`src/rtl/mem_arb_pkg.sv`:
```
// Shared types and widths for the memory arbiter.
package mem_arb_pkg;

  localparam int ADDR_W = 26;
  localparam int DATA_W = 32;
  localparam int BE_W   = 4;

  typedef enum logic {
    S_IDLE = 1'b0,
    S_BUSY = 1'b1
  } state_t;

endpackage

```
`src/rtl/mem_arbiter_fifo.sv`:
```
// Small synchronous FIFO with first-word-fall-through head.
// Depth is 2**SIZE entries of DBITS bits; pop of an empty FIFO and push
// into a full FIFO are ignored.
module fifo #(
  parameter int DBITS = 2,
  parameter int SIZE  = 3
) (
  input  logic             clock,
  input  logic             reset,
  input  logic             i_push,
  input  logic [DBITS-1:0] i_data,
  input  logic             i_pop,
  output logic [DBITS-1:0] o_data,
  output logic             o_empty,
  output logic             o_full
);

  logic [DBITS-1:0] r_mem [0:(1<<SIZE)-1];
  logic [SIZE:0]    r_wptr;
  logic [SIZE:0]    r_rptr;
  logic             w_do_push;
  logic             w_do_pop;

  assign w_do_pop  = i_pop & ~o_empty;
  assign w_do_push = i_push & ~o_full;

  // Read/write pointers with an extra wrap bit to tell full from empty.
  always_ff @(posedge clock) begin
    if (!reset) begin
      r_wptr <= '0;
      r_rptr <= '0;
    end else begin
      if (w_do_push) r_wptr <= r_wptr + 1'b1;
      if (w_do_pop)  r_rptr <= r_rptr + 1'b1;
    end
  end

  // Storage array; contents need no reset since the pointers gate validity.
  always_ff @(posedge clock) begin
    if (w_do_push) r_mem[r_wptr[SIZE-1:0]] <= i_data;
  end

  assign o_data  = r_mem[r_rptr[SIZE-1:0]];
  assign o_empty = (r_wptr == r_rptr);
  assign o_full  = (r_wptr[SIZE] != r_rptr[SIZE]) &&
                   (r_wptr[SIZE-1:0] == r_rptr[SIZE-1:0]);

endmodule

```
`src/rtl/mem_arbiter.sv`:
```
// Arbitrates NREQ Avalon-MM requesters onto one pipelined Avalon-MM master.
// One command in flight on the master bus at a time; read returns are routed
// back in issue order via a tag FIFO of requester indices.
// Optional macro MEM_ARB_FIXED_PRIO_EN: fixed priority (lowest index wins)
// instead of the default round-robin.
module mem_arbiter
  import mem_arb_pkg::*;
#(
  parameter int NREQ            = 3,
  parameter int MAX_OUTSTANDING = 8
) (
  input  logic                         clock,
  input  logic                         reset,
  input  logic [NREQ-1:0][ADDR_W-1:0]  s_address,
  input  logic [NREQ-1:0][DATA_W-1:0]  s_writedata,
  input  logic [NREQ-1:0][BE_W-1:0]    s_byteenable,
  input  logic [NREQ-1:0]              s_read,
  input  logic [NREQ-1:0]              s_write,
  output logic [NREQ-1:0]              s_waitrequest,
  output logic [NREQ-1:0]              s_readdatavalid,
  output logic [DATA_W-1:0]            s_readdata,
  output logic [ADDR_W-1:0]            master_address,
  output logic                         master_read,
  output logic                         master_write,
  output logic [BE_W-1:0]              master_byteenable,
  output logic [DATA_W-1:0]            master_writedata,
  input  logic [DATA_W-1:0]            master_readdata,
  input  logic                         master_readdatavalid,
  input  logic                         master_waitrequest,
  output logic                         rd_underflow
);

  localparam int GW = $clog2(NREQ);
  localparam int SW = $clog2(MAX_OUTSTANDING);
  localparam int OW = SW + 1;
  localparam logic [OW-1:0] MAX_CNT = OW'(MAX_OUTSTANDING);

  state_t            r_state, w_state_nxt;
  logic [GW-1:0]     r_grant, w_grant_nxt;
  logic [ADDR_W-1:0] r_master_address, w_address_nxt;
  logic [DATA_W-1:0] r_master_writedata, w_writedata_nxt;
  logic [BE_W-1:0]   r_master_byteenable, w_byteenable_nxt;
  logic              r_master_read, w_read_nxt;
  logic              r_master_write, w_write_nxt;
  logic [OW-1:0]     r_outstanding;
  logic              r_rd_underflow;

  logic [NREQ-1:0]   w_elig;
  logic              w_any;
  logic [GW-1:0]     w_win;
  logic              w_accept;
  logic              w_rd_accept;
  logic              w_rdv_pop;
  logic [GW-1:0]     w_tag;
  logic              w_fifo_empty;
  logic              w_fifo_full;

`ifndef MEM_ARB_FIXED_PRIO_EN
  logic [GW-1:0]     r_last_grant, w_last_grant_nxt;
  int                w_rr_idx;
`endif

  // Writes are always eligible; reads only while return slots remain.
  assign w_elig      = s_write | (s_read & {NREQ{r_outstanding < MAX_CNT}});
  assign w_accept    = (r_state == S_BUSY) & ~master_waitrequest;
  assign w_rd_accept = w_accept & r_master_read;
  assign w_rdv_pop   = master_readdatavalid & ~w_fifo_empty;

`ifdef MEM_ARB_FIXED_PRIO_EN
  // Fixed priority: scan downwards so the lowest eligible index wins.
  always_comb begin
    w_any = 1'b0;
    w_win = '0;
    for (int i = NREQ - 1; i >= 0; i--) begin
      if (w_elig[i]) begin
        w_any = 1'b1;
        w_win = GW'(i);
      end else begin
        w_any = w_any;
      end
    end
  end
`else
  // Round-robin: scan offsets from far to near so the first eligible port
  // after last_grant (wrapping) is the final survivor.
  always_comb begin
    w_any    = 1'b0;
    w_win    = '0;
    w_rr_idx = 0;
    for (int k = NREQ; k >= 1; k--) begin
      w_rr_idx = int'(r_last_grant) + k;
      if (w_rr_idx >= NREQ) w_rr_idx = w_rr_idx - NREQ;
      else                  w_rr_idx = w_rr_idx;
      if (w_elig[w_rr_idx]) begin
        w_any = 1'b1;
        w_win = GW'(w_rr_idx);
      end else begin
        w_any = w_any;
      end
    end
  end
`endif

  // Next-state and next master command: latch winner in IDLE, hold in BUSY
  // until the slave stops waitrequesting.
  always_comb begin
    w_state_nxt      = r_state;
    w_grant_nxt      = r_grant;
    w_address_nxt    = r_master_address;
    w_writedata_nxt  = r_master_writedata;
    w_byteenable_nxt = r_master_byteenable;
    w_read_nxt       = r_master_read;
    w_write_nxt      = r_master_write;
`ifndef MEM_ARB_FIXED_PRIO_EN
    w_last_grant_nxt = r_last_grant;
`endif
    case (r_state)
      S_IDLE: begin
        if (w_any) begin
          w_state_nxt      = S_BUSY;
          w_grant_nxt      = w_win;
          w_address_nxt    = s_address[w_win];
          w_writedata_nxt  = s_writedata[w_win];
          w_byteenable_nxt = s_byteenable[w_win];
          w_write_nxt      = s_write[w_win];
          w_read_nxt       = ~s_write[w_win];
`ifndef MEM_ARB_FIXED_PRIO_EN
          w_last_grant_nxt = w_win;
`endif
        end else begin
          w_state_nxt = S_IDLE;
        end
      end
      S_BUSY: begin
        if (!master_waitrequest) begin
          w_state_nxt = S_IDLE;
          w_read_nxt  = 1'b0;
          w_write_nxt = 1'b0;
        end else begin
          w_state_nxt = S_BUSY;
        end
      end
      default: begin
        w_state_nxt = S_IDLE;
        w_read_nxt  = 1'b0;
        w_write_nxt = 1'b0;
      end
    endcase
  end

  // State and master command registers.
  always_ff @(posedge clock) begin
    if (!reset) begin
      r_state             <= S_IDLE;
      r_grant             <= '0;
      r_master_address    <= '0;
      r_master_writedata  <= '0;
      r_master_byteenable <= 4'b1111;
      r_master_read       <= 1'b0;
      r_master_write      <= 1'b0;
`ifndef MEM_ARB_FIXED_PRIO_EN
      r_last_grant        <= GW'(NREQ - 1);
`endif
    end else begin
      r_state             <= w_state_nxt;
      r_grant             <= w_grant_nxt;
      r_master_address    <= w_address_nxt;
      r_master_writedata  <= w_writedata_nxt;
      r_master_byteenable <= w_byteenable_nxt;
      r_master_read       <= w_read_nxt;
      r_master_write      <= w_write_nxt;
`ifndef MEM_ARB_FIXED_PRIO_EN
      r_last_grant        <= w_last_grant_nxt;
`endif
    end
  end

  // Outstanding-read count and sticky underflow flag for orphan returns.
  always_ff @(posedge clock) begin
    if (!reset) begin
      r_outstanding  <= '0;
      r_rd_underflow <= 1'b0;
    end else begin
      case ({w_rd_accept, w_rdv_pop})
        2'b10:   r_outstanding <= r_outstanding + 1'b1;
        2'b01:   r_outstanding <= r_outstanding - 1'b1;
        default: r_outstanding <= r_outstanding;
      endcase
      r_rd_underflow <= r_rd_underflow | (master_readdatavalid & w_fifo_empty);
    end
  end

  fifo #(
    .DBITS (GW),
    .SIZE  (SW)
  ) u_tag_fifo (
    .clock   (clock),
    .reset   (reset),
    .i_push  (w_rd_accept),
    .i_data  (r_grant),
    .i_pop   (w_rdv_pop),
    .o_data  (w_tag),
    .o_empty (w_fifo_empty),
    .o_full  (w_fifo_full)
  );

  // Requester handshakes: release only the granted port on acceptance, and
  // steer a read return to the requester at the head of the tag FIFO.
  always_comb begin
    s_waitrequest   = '1;
    s_readdatavalid = '0;
    if (w_accept) s_waitrequest[r_grant] = 1'b0;
    else          s_waitrequest = '1;
    if (w_rdv_pop) s_readdatavalid[w_tag] = 1'b1;
    else           s_readdatavalid = '0;
  end

  assign s_readdata        = master_readdata;
  assign master_address    = r_master_address;
  assign master_read       = r_master_read;
  assign master_write      = r_master_write;
  assign master_byteenable = r_master_byteenable;
  assign master_writedata  = r_master_writedata;
  assign rd_underflow      = r_rd_underflow;

endmodule

```
`config.mk`:
```
export PLATFORM = sky130hd
export DESIGN_NAME = mem_arbiter
export DESIGN_NICKNAME = d
export VERILOG_FILES = /design/src/rtl/mem_arb_pkg.sv /design/src/rtl/mem_arbiter_fifo.sv /design/src/rtl/mem_arbiter.sv
export SDC_FILE = /design/constraint.sdc
export NUM_CORES = 1
export LEC_CHECK = 0
export ABC_AREA = 0
export BUFFER_PORTS_ARGS = -buffer_cell sky130_fd_sc_hd__buf_2
export CAP_MARGIN = 20
export CORE_AREA = 2 2 151 153
export CTS_BUF_LIST = sky130_fd_sc_hd__clkbuf_16
export DETAILED_ROUTE_END_ITERATION = 10
export DIE_AREA = 0 0 153 155
export GPL_TIMING_DRIVEN = 0
export HOLD_SLACK_MARGIN = 0.03
export MAX_ROUTING_LAYER = met4
export SETUP_SLACK_MARGIN = 0.05
export SLEW_MARGIN = 0
export SYNTH_ARGS = -nofsm -noshare
export SYNTH_HDL_FRONTEND = slang
export SYNTH_HIERARCHICAL = 1
export SYNTH_SLANG_ARGS = --single-unit
```
`constraint.sdc`:
```
create_clock -name clock -period 2.65 [get_ports clock]
set_input_delay 0.795 -clock clock [delete_from_list [all_inputs] [get_ports clock]]
set_output_delay 0.795 -clock clock [all_outputs]
set_load 0.1 [all_outputs]
```
==> results of run 1 <==
[flip-flops by register name, summed over array words and instances (netlist names), 2 cells and up, named ones only]
name and flops:
r_outstanding 4, u_tag_fifo/r_mem 16, master_address 26, master_byteenable 4
u_tag_fifo/r_wptr 4, master_writedata 32, r_grant 2, u_tag_fifo/r_rptr 4
[report_power, final]
part,switching [mW],internal [mW],leakage [nW]
clock,0.640,0.743,0.150
sequential,0.118,1.75,0.844
combinational,2.39,0.767,2.92
total,3.15,3.26,3.92
[kinds of logic (layout without fill, tap and decap cells)]
group	Yosys count	in the layout	synth area share, %
XOR/XNOR	11	11	2.12
other	0	3	0
flip-flops	100	100	39.9
multiplexers	79	79	15.6
AND/OR/NAND/NOR	89	89	9.19
buffers and inverters	87	432	9.37
AO/OA/AOI/OAI	159	160	21.6
adder cells (fa/ha/maj)	9	9	2.22
[what timing repair did]
item / 4_1_cts / 5_1_grt
endpoints found under the setup margin: 71 / 62
resized for setup: 45 / 55
hold buffers: 0 / 0
pin swaps: 7 / 14
setup buffers: 19 / 14
gates cloned: 1 / 0
[critical path, cell delays in order (launching register included)]
cell and delay [ns]:
dfxtp_4 0.40, mux4_2 0.53, mux2_4 0.32, nor3b_4 0.21, buf_12 0.20
[stage by stage]
stage,setup TNS [ns],setup WS (ns),instances
5_1_grt,-0.648,-0.230,1168
3_3_place_gp,-41.18,-0.796,1117
4_1_cts,-0.603,-0.188,1153
2_1_floorplan,-0.425,-0.163,534
3_5_place_dp,-43.63,-0.805,1117
6_report,-0.425,-0.159,1168
[worst max path at each step]
stage | endpoint | depth (start not counted)
floorplan | s_readdatavalid[1] | 3
global placement | master_writedata[3]$_SDFFE_PN0P_ | 10
detailed placement | master_writedata[4]$_SDFFE_PN0P_ | 10
CTS | s_readdatavalid[1] | 4
global route | s_readdatavalid[1] | 4
finish | s_readdatavalid[1] | 4
[synth_stat cells (5+ instances only)]
cell      number
dfxtp_1       84
mux2i_1       72
a32oi_1       58
o21ai_0       46
buf_4         38
clkbuf_1      19
o21ai_1       19
nor2_1        18
inv_1         17
nand2_1       17
edfxtp_1      16
nand2b_1      13
ha_1           8
a21oi_1        6
buf_2          6
nand3_1        6
xnor2_1        5
xor2_1         5
[per-layer routing]
metal  global-route usage, %  share of wire (%)
met1                    19.6                 42
met5                       -                  0
met3                    2.90                4.5
met4                    5.56                1.5
met2                    29.1                 52
[area by class of cell]
| type | instances | area [µm²] | share of cell area, % |
|---|---|---|---|
| diodes | 3 | 7.51 | 0.0916 |
| clock inverters | 7 | 75.1 | 0.916 |
| flip-flops and latches | 100 | 2180 | 26.6 |
| clock buffers | 9 | 225 | 2.75 |
| repair buffers | 330 | 1790 | 21.9 |
| inverters | 18 | 71.3 | 0.870 |
| multi-input cells | 348 | 2980 | 36.4 |
| plain buffers | 68 | 502 | 6.12 |
| well taps | 285 | 357 | 4.35 |
==> impl_metrics.json, run 1 <==
{
  "num-fill-cells": 2303,
  "rr_endpoint": "master_address[5]$_SDFFE_PN0P_",
  "max_freq_ghz": 0.356,
  "power.total_mw": 6.41,
  "io_buffers": 298,
  "period_share_pct": 106,
  "clkLatencyLatePin_ns": 0.35,
  "finClkSkew_ns": 0.00753,
  "seq_area_frac_synth_pct": 39.9,
  "power.density_nw_per_um2": 781,
  "start_util_pct": 24.4,
  "rows": 55,
  "peakVddDrop_mv": 0.447,
  "finalSetupViolations": 3,
  "core_area_um2": 22200,
  "grt_max_degree": 19,
  "maxSlewHeadroom_pct": 59.8,
  "die-area_um2": 23700,
  "synth_top_area_cell": "dfxtp_1",
  "design_area_um2": 8200,
  "drtPass1Iterations": 4,
  "final_antenna_net_count": 0,
  "endpoint_kind": "output pin",
  "synth.net_count": 771,
  "synth-edff-count": 16,
  "nNetsFinal": 1112,
  "hp-start": "master_byteenable[3]$_SDFFE_PN1P_",
  "synth.top_cell.area_share_pct": 31.0,
  "status": "complete, but fails checks",
  "clk_pin_slew_ns": 0.07,
  "postSynthCellCount": 534,
  "clockBufferDepth": 2,
  "final_common_cell": "buf_2",
  "slew_viol_final": 0,
  "critPathKind": "reg -> out",
  "wl_mm": 20.2,
  "finalCriticalPeriod_ns": 2.81,
  "setup_ws_ns": -0.159,
  "post_dp_cell_area_um2": 7330,
  "whs_ns": 0.462,
  "final-hold-violation-count": 0,
  "ys_warn_count": 6,
  "dr.first_iter.drc_count": 255,
  "rr_startpoint": "r_grant[0]$_SDFFE_PN0P_",
  "root_buffer": "clkbuf_16",
  "min_path_cells": 2,
  "grt_pass1_wl_mm": 29.6,
  "rsz0062_at_grt": "yes",
  "grt.total_usage_pct": 16.7,
  "synth_ff_type": "dfxtp_1",
  "synth.area.top_cells": "dfxtp_1, mux2i_1, a32oi_1",
  "async_flop_share_pct": 0,
  "die_x_um": 153,
  "worst_pin_slew_ns": 0.596,
  "hold_end": "master_byteenable[3]$_SDFFE_PN1P_",
  "htreeDepth": 3,
  "die_h_um": 155,
  "violations": "negative setup slack",
  "vias": 5517,
  "synth_area_um2": 5420,
  "antenna_found_initial": 3,
  "crit_path_max_fanout": 4,
  "clkSinkCount": 100,
  "layout-drive-gt1-share_pct": 53.4,
  "routabilityCongestion": 0.841,
  "overflow": 0,
  "post_drt_wl_per_cell_um": 17.3,
  "numCtsBuffers": 9,
  "rrSetupSlack_ns": 0.14,
  "area_delta_synth_final_pct": 51.2,
  "fin_util_pct": 36.9,
  "drv_cap": 0,
  "reg2reg_depth": 13,
  "start_kind": "flop",
  "avgSynthCellArea_um2": 10.2,
  "mostFrequentLayoutCells": "buf_2, dfxtp_1, mux2i_1",
  "p_leak_nw": 3.92,
  "hold_path_class": "reg -> reg",
  "dp_hpwl_mm": 15.5,
  "ys_types": 65,
  "drcViolationCount": 0,
  "ys_ff_latch": 100,
  "worstPathArrival_ns": 2.01,
  "first_global_vias": 5315,
  "cts_tree": "yes",
  "via_per_inst": 4.72,
  "worstPathRequired_ns": 1.86,
  "ioPinCount": 331
}
(Power assumes the default switching activity.)
==> inputs of run 2 (changes only) <==
Settings changed: SKIP_CTS_REPAIR_TIMING from default to 1.
==> run 2 against run 1 <==
  * The run still ends with negative setup slack left
  * Sequential power about the same
  * Critical path depth unchanged
  * Global-route usage decreased by 0.50 points
  * Via count is 2.0% lower
  * Cell count shrank 1.5%
  * Combinational power is 1% lower
  * Die area is the same
  * Sequential cell count unchanged
  * Sequential share of layout area increased by 0.43 points
  * Critical path type unchanged
  * Largest cell class unchanged
  * Highest routed layer unchanged
==> impl_metrics.json, run 2 (same netlist as run 1, synthesis figures left out) <==
{
  "power.total_mw": 6.38,
  "area_delta_synth_final_pct": 48.2,
  "p_leak_nw": 3.83,
  "endpoint_kind": "output pin",
  "die_x_um": 153,
  "htreeDepth": 3,
  "maxSlewHeadroom_pct": 48.8,
  "antenna_found_initial": 3,
  "finalSetupViolations": 3,
  "fin_tns_setup_ns": -0.433,
  "largest_reg_flops": 32,
  "drv_cap": 0,
  "ioPinCount": 331,
  "cpPeakStageDelay_ns": 0.53,
  "drcViolationCount": 0,
  "start_util_pct": 24.4,
  "period_share_pct": 106,
  "status": "complete, but fails checks",
  "drtPass1Iterations": 4,
  "clk_pin_slew_ns": 0.08,
  "numCtsBuffers": 9,
  "final_antenna_net_count": 0,
  "clockBufferDepth": 2,
  "dr.first_iter.drc_count": 234,
  "start_kind": "flop",
  "peakVddDrop_mv": 0.449,
  "fin_cells": 1150,
  "grt_pass1_wl_mm": 28.8,
  "mostFrequentLayoutCells": "buf_2, dfxtp_1, mux2i_1",
  "vias": 5406,
  "post_dp_cell_area_um2": 7330,
  "die_h_um": 155,
  "io_buffers": 298,
  "rsz0062_at_grt": "yes",
  "violations": "negative setup slack",
  "final_common_cell": "buf_2",
  "crit_chain": "mux4_2, mux2_4, nor3b_4, buf_12",
  "dp_hpwl_mm": 15.5,
  "first_global_vias": 5145,
  "crit_family": "multiplexers",
  "placed_cells": 1117,
  "wl_mm": 20.0,
  "post_drt_wl_per_cell_um": 17.4,
  "layout-drive-gt1-share_pct": 52.0,
  "worstPathArrival_ns": 2.02,
  "finClkSkew_ns": 0.00630,
  "clkLatencyLatePin_ns": 0.35,
  "critPathKind": "reg -> out",
  "slew_viol_final": 0,
  "overflow": 0,
  "critPathSlowestCell": "mux4_2",
  "worstPathRequired_ns": 1.86,
  "root_buffer": "clkbuf_16",
  "finalCriticalPeriod_ns": 2.82,
  "design_area_um2": 8040,
  "die-area_um2": 23700,
  "grt.total_usage_pct": 16.2,
  "nNetsFinal": 1094,
  "setup_ws_ns": -0.167,
  "routabilityCongestion": 0.841,
  "pre_cts_ws_ns": -0.805,
  "final-hold-violation-count": 0,
  "hold_path_class": "reg -> reg",
  "grt_max_degree": 19,
  "core_area_um2": 22200,
  "max_freq_ghz": 0.355,
  "rows": 55,
  "cts_tree": "yes",
  "via_per_inst": 4.70,
  "power.density_nw_per_um2": 793,
  "crit_path_max_fanout": 4,
  "clkSinkCount": 100,
  "worst_pin_slew_ns": 0.760,
  "crit_buf_inv": 1
}
-- run 2: final timing paths --
path | start | end | slack, ns | cells after the start
worst min-delay path | master_byteenable[3]$_SDFFE_PN1P_ | master_byteenable[3]$_SDFFE_PN1P_ | 0.46 | 2
worst max register to register | u_tag_fifo/r_wptr[0]$_SDFFE_PN0P_ | r_outstanding[3]$_SDFFE_PN0P_ | 0.08 | 13
worst min register to register | master_byteenable[3]$_SDFFE_PN1P_ | master_byteenable[3]$_SDFFE_PN1P_ | 0.46 | 2
worst max-delay path | flop | s_readdatavalid[1] | -0.17 | 4
-- run 2: per-stage QoR --
stage / util [%] / hold slack, ns
finish: 36.1 / 0.462
global route: 36.1 / 0.489
CTS: 34.3 / 0.465
detailed placement: 33.0 / 0.449
global placement: 33.0 / 0.442
floorplan: - / 0.465
-- run 2: worst reg2reg max path, stage by stage, from the launching register on --
cell and delay [ns]:
dfxtp_2 0.33, buf_6 0.14, xnor2_4 0.21, nand3_2 0.12, nor2_2 0.15, nand2b_4 0.21
inv_4 0.07, ha_4 0.16, ha_1 0.26, a21o_1 0.18, a21oi_2 0.15, xnor2_1 0.09
or3_1 0.33, a21oi_2 0.11
-- run 2: report_power, final --
part / switching, mW / leakage [nW] / internal, mW
logic: 2.38 / 2.84 / 0.736
clock network: 0.649 / 0.150 / 0.743
registers: 0.120 / 0.842 / 1.75
-- run 2: cell type report --
class | instances | area, µm²
Multi-Input combinational cell | 348 | 2980
Timing Repair Buffer | 311 | 1650
Inverter | 18 | 73.8
Clock inverter | 7 | 75.1
Sequential cell | 100 | 2180
Fill cell | 2319 | 14200
Antenna cell | 3 | 7.51
Clock buffer | 9 | 225
Buffer | 69 | 495
Tap cell | 285 | 357
-- run 2: per-layer routing --
| metal | part of all wire [%] | GRT usage [%] | up-vias |
|---|---|---|---|
| met1 | 42 | 19.6 | 2525 |
| met3 | 4.4 | 2.53 | 16 |
| met2 | 52 | 27.8 | 201 |
| met5 | 0 | - | - |
| met4 | 1.4 | 5.11 | 0 |
| li1 | - | - | 2664 |
==> inputs of run 3 (changes only) <==
Settings changed: PLACE_DENSITY_LB_ADDON from default to 0.1.
==> run 3 against run 2 <==
  * The run still ends with negative setup slack left
  * Routed wire length rose by 7.3%
  * Cell count rose by 0.26%
  * Via count fell by 0.80%
  * Core utilization rose by 0.32 points
  * Register-to-register slack improved by 0.06 ns
  * Clock skew rose by 0.0029 ns
  * Clock power fell by 3%
  * Setup slack improved by 0.025 ns
  * Sequential share of layout area fell by 0.24 points
  * Sequential power barely moved
  * Sequential cell count did not move
  * Die area did not move
  * Critical path type unchanged
  * Critical endpoint is now s_readdatavalid[2]
==> impl_metrics.json, run 3 (same netlist as run 1, synthesis figures left out) <==
{
  "num-fill-cells": 2340,
  "area_delta_synth_final_pct": 49.6,
  "start_util_pct": 24.4,
  "cpPeakStageDelay_ns": 0.52,
  "via_per_inst": 4.65,
  "die_h_um": 155,
  "largest_reg_flops": 32,
  "layout-drive-gt1-share_pct": 52.2,
  "worst_pin_slew_ns": 0.785,
  "slew_viol_final": 0,
  "rr_endpoint": "r_outstanding[3]$_SDFFE_PN0P_",
  "hp-start": "master_byteenable[3]$_SDFFE_PN1P_",
  "htreeDepth": 3,
  "clk_pin_slew_ns": 0.07,
  "hold_path_class": "reg -> reg",
  "power.density_nw_per_um2": 786,
  "status": "complete, but fails checks",
  "crit_chain": "mux4_2, mux2_4, nor3b_4, buf_8",
  "crit_path_max_fanout": 4,
  "maxSlewHeadroom_pct": 47.1,
  "drv_cap": 0,
  "setup_ws_ns": -0.142,
  "rr_startpoint": "u_tag_fifo/r_wptr[0]$_SDFFE_PN0P_",
  "mostFrequentLayoutCells": "buf_2, dfxtp_1, mux2i_1",
  "p_leak_nw": 3.86,
  "whs_ns": 0.463,
  "crit_family": "multiplexers",
  "critPathSlowestCell": "mux4_2",
  "max_freq_ghz": 0.358,
  "pre_cts_ws_ns": -0.855,
  "violations": "negative setup slack",
  "finalCriticalPeriod_ns": 2.79,
  "dr.first_iter.drc_count": 253,
  "critPathKind": "reg -> out",
  "nNetsFinal": 1098,
  "final-hold-violation-count": 0,
  "die-area_um2": 23700,
  "root_buffer": "clkbuf_16",
  "grt_max_degree": 18,
  "die_x_um": 153,
  "clockBufferDepth": 2,
  "reg2reg_depth": 13,
  "grt_pass1_wl_mm": 30.4,
  "rows": 55,
  "first_global_vias": 5217,
  "vias": 5363,
  "cts_tree": "yes",
  "overflow": 0,
  "routabilityCongestion": 0.795,
  "ioPinCount": 331,
  "rsz0062_at_grt": "yes",
  "finClkSkew_ns": 0.00920,
  "worstPathArrival_ns": 2.00,
  "finalSetupViolations": 3,
  "antenna_found_initial": 2,
  "numCtsBuffers": 9,
  "final_antenna_net_count": 0,
  "hold_end": "master_byteenable[3]$_SDFFE_PN1P_",
  "drcViolationCount": 0,
  "clkSinkCount": 100,
  "clkLatencyLatePin_ns": 0.35,
  "start_kind": "flop",
  "worstPathRequired_ns": 1.86,
  "post_drt_wl_per_cell_um": 18.6,
  "min_path_cells": 2,
  "crit_buf_inv": 1,
  "core_area_um2": 22200,
  "drtPass1Iterations": 4,
  "peakVddDrop_mv": 0.465,
  "period_share_pct": 105,
  "rrSetupSlack_ns": 0.14,
  "dp_hpwl_mm": 16.6,
  "wl_mm": 21.5,
  "grt.total_usage_pct": 17.2,
  "io_buffers": 298,
  "final_common_cell": "buf_2",
  "endpoint_kind": "output pin"
}
[run 3: per-layer routing]
metal / part of all wire (%) / wire length (µm) / vias up / GRT usage (%)
li1: - / - / 2679 / -
met1: 41 / 8900 / 2492 / 19.9
met2: 52 / 11200 / 177 / 30.1
met3: 5.3 / 1130 / 15 / 3.90
met4: 1.0 / 223 / 0 / 4.89
met5: 0 / 0 / - / -
[run 3: worst register-to-register path: stages, from the launching register on]
cell      delay [ns]
dfxtp_2         0.33
buf_8           0.14
xnor2_4         0.24
nand3_2         0.12
nor2_2          0.14
nand2b_4        0.18
inv_6           0.05
ha_4            0.17
ha_4            0.20
a21o_1          0.16
a21oi_2         0.13
xnor2_1         0.09
or3_1           0.38
a21oi_2         0.11
[run 3: worst max-delay path by stage]
stage / depth (start not counted) / end
finish: 4 / s_readdatavalid[2]
global route: 4 / s_readdatavalid[2]
CTS: 10 / master_writedata[8]$_SDFFE_PN0P_
detailed placement: 10 / master_writedata[7]$_SDFFE_PN0P_
global placement: 10 / master_writedata[8]$_SDFFE_PN0P_
floorplan: 3 / s_readdatavalid[1]
[run 3: power by group]
group,internal [mW],total [mW],switching [mW]
Combinational,0.758,3.16,2.40
Clock,0.729,1.35,0.620
Sequential,1.75,1.87,0.116
[run 3: area by class of cell]
cell class,instances,area (µm²),area share (%)
clock buffers,9,225,2.78
inverters,18,76.3,0.942
clock inverters,7,67.6,0.833
well taps,285,357,4.40
flip-flops and latches,100,2180,26.8
multi-input cells,348,3020,37.3
diodes,2,5.00,0.0617
plain buffers,69,505,6.24
repair buffers,315,1670,20.6
[run 3: stage by stage]
stage          power, mW  utilization, %  cell area, µm²  cells  setup TNS [ns]
5_1_grt             6.66            36.5            8110   1153          -0.632
3_5_place_dp        4.93            33.0            7330   1117          -46.42
4_1_cts             6.32            34.3            7630   1133          -48.79
6_report            6.38            36.5            8110   1153          -0.395
3_3_place_gp        4.94            33.0            7330   1117          -48.40
2_1_floorplan       4.27               -            5490    534          -0.425
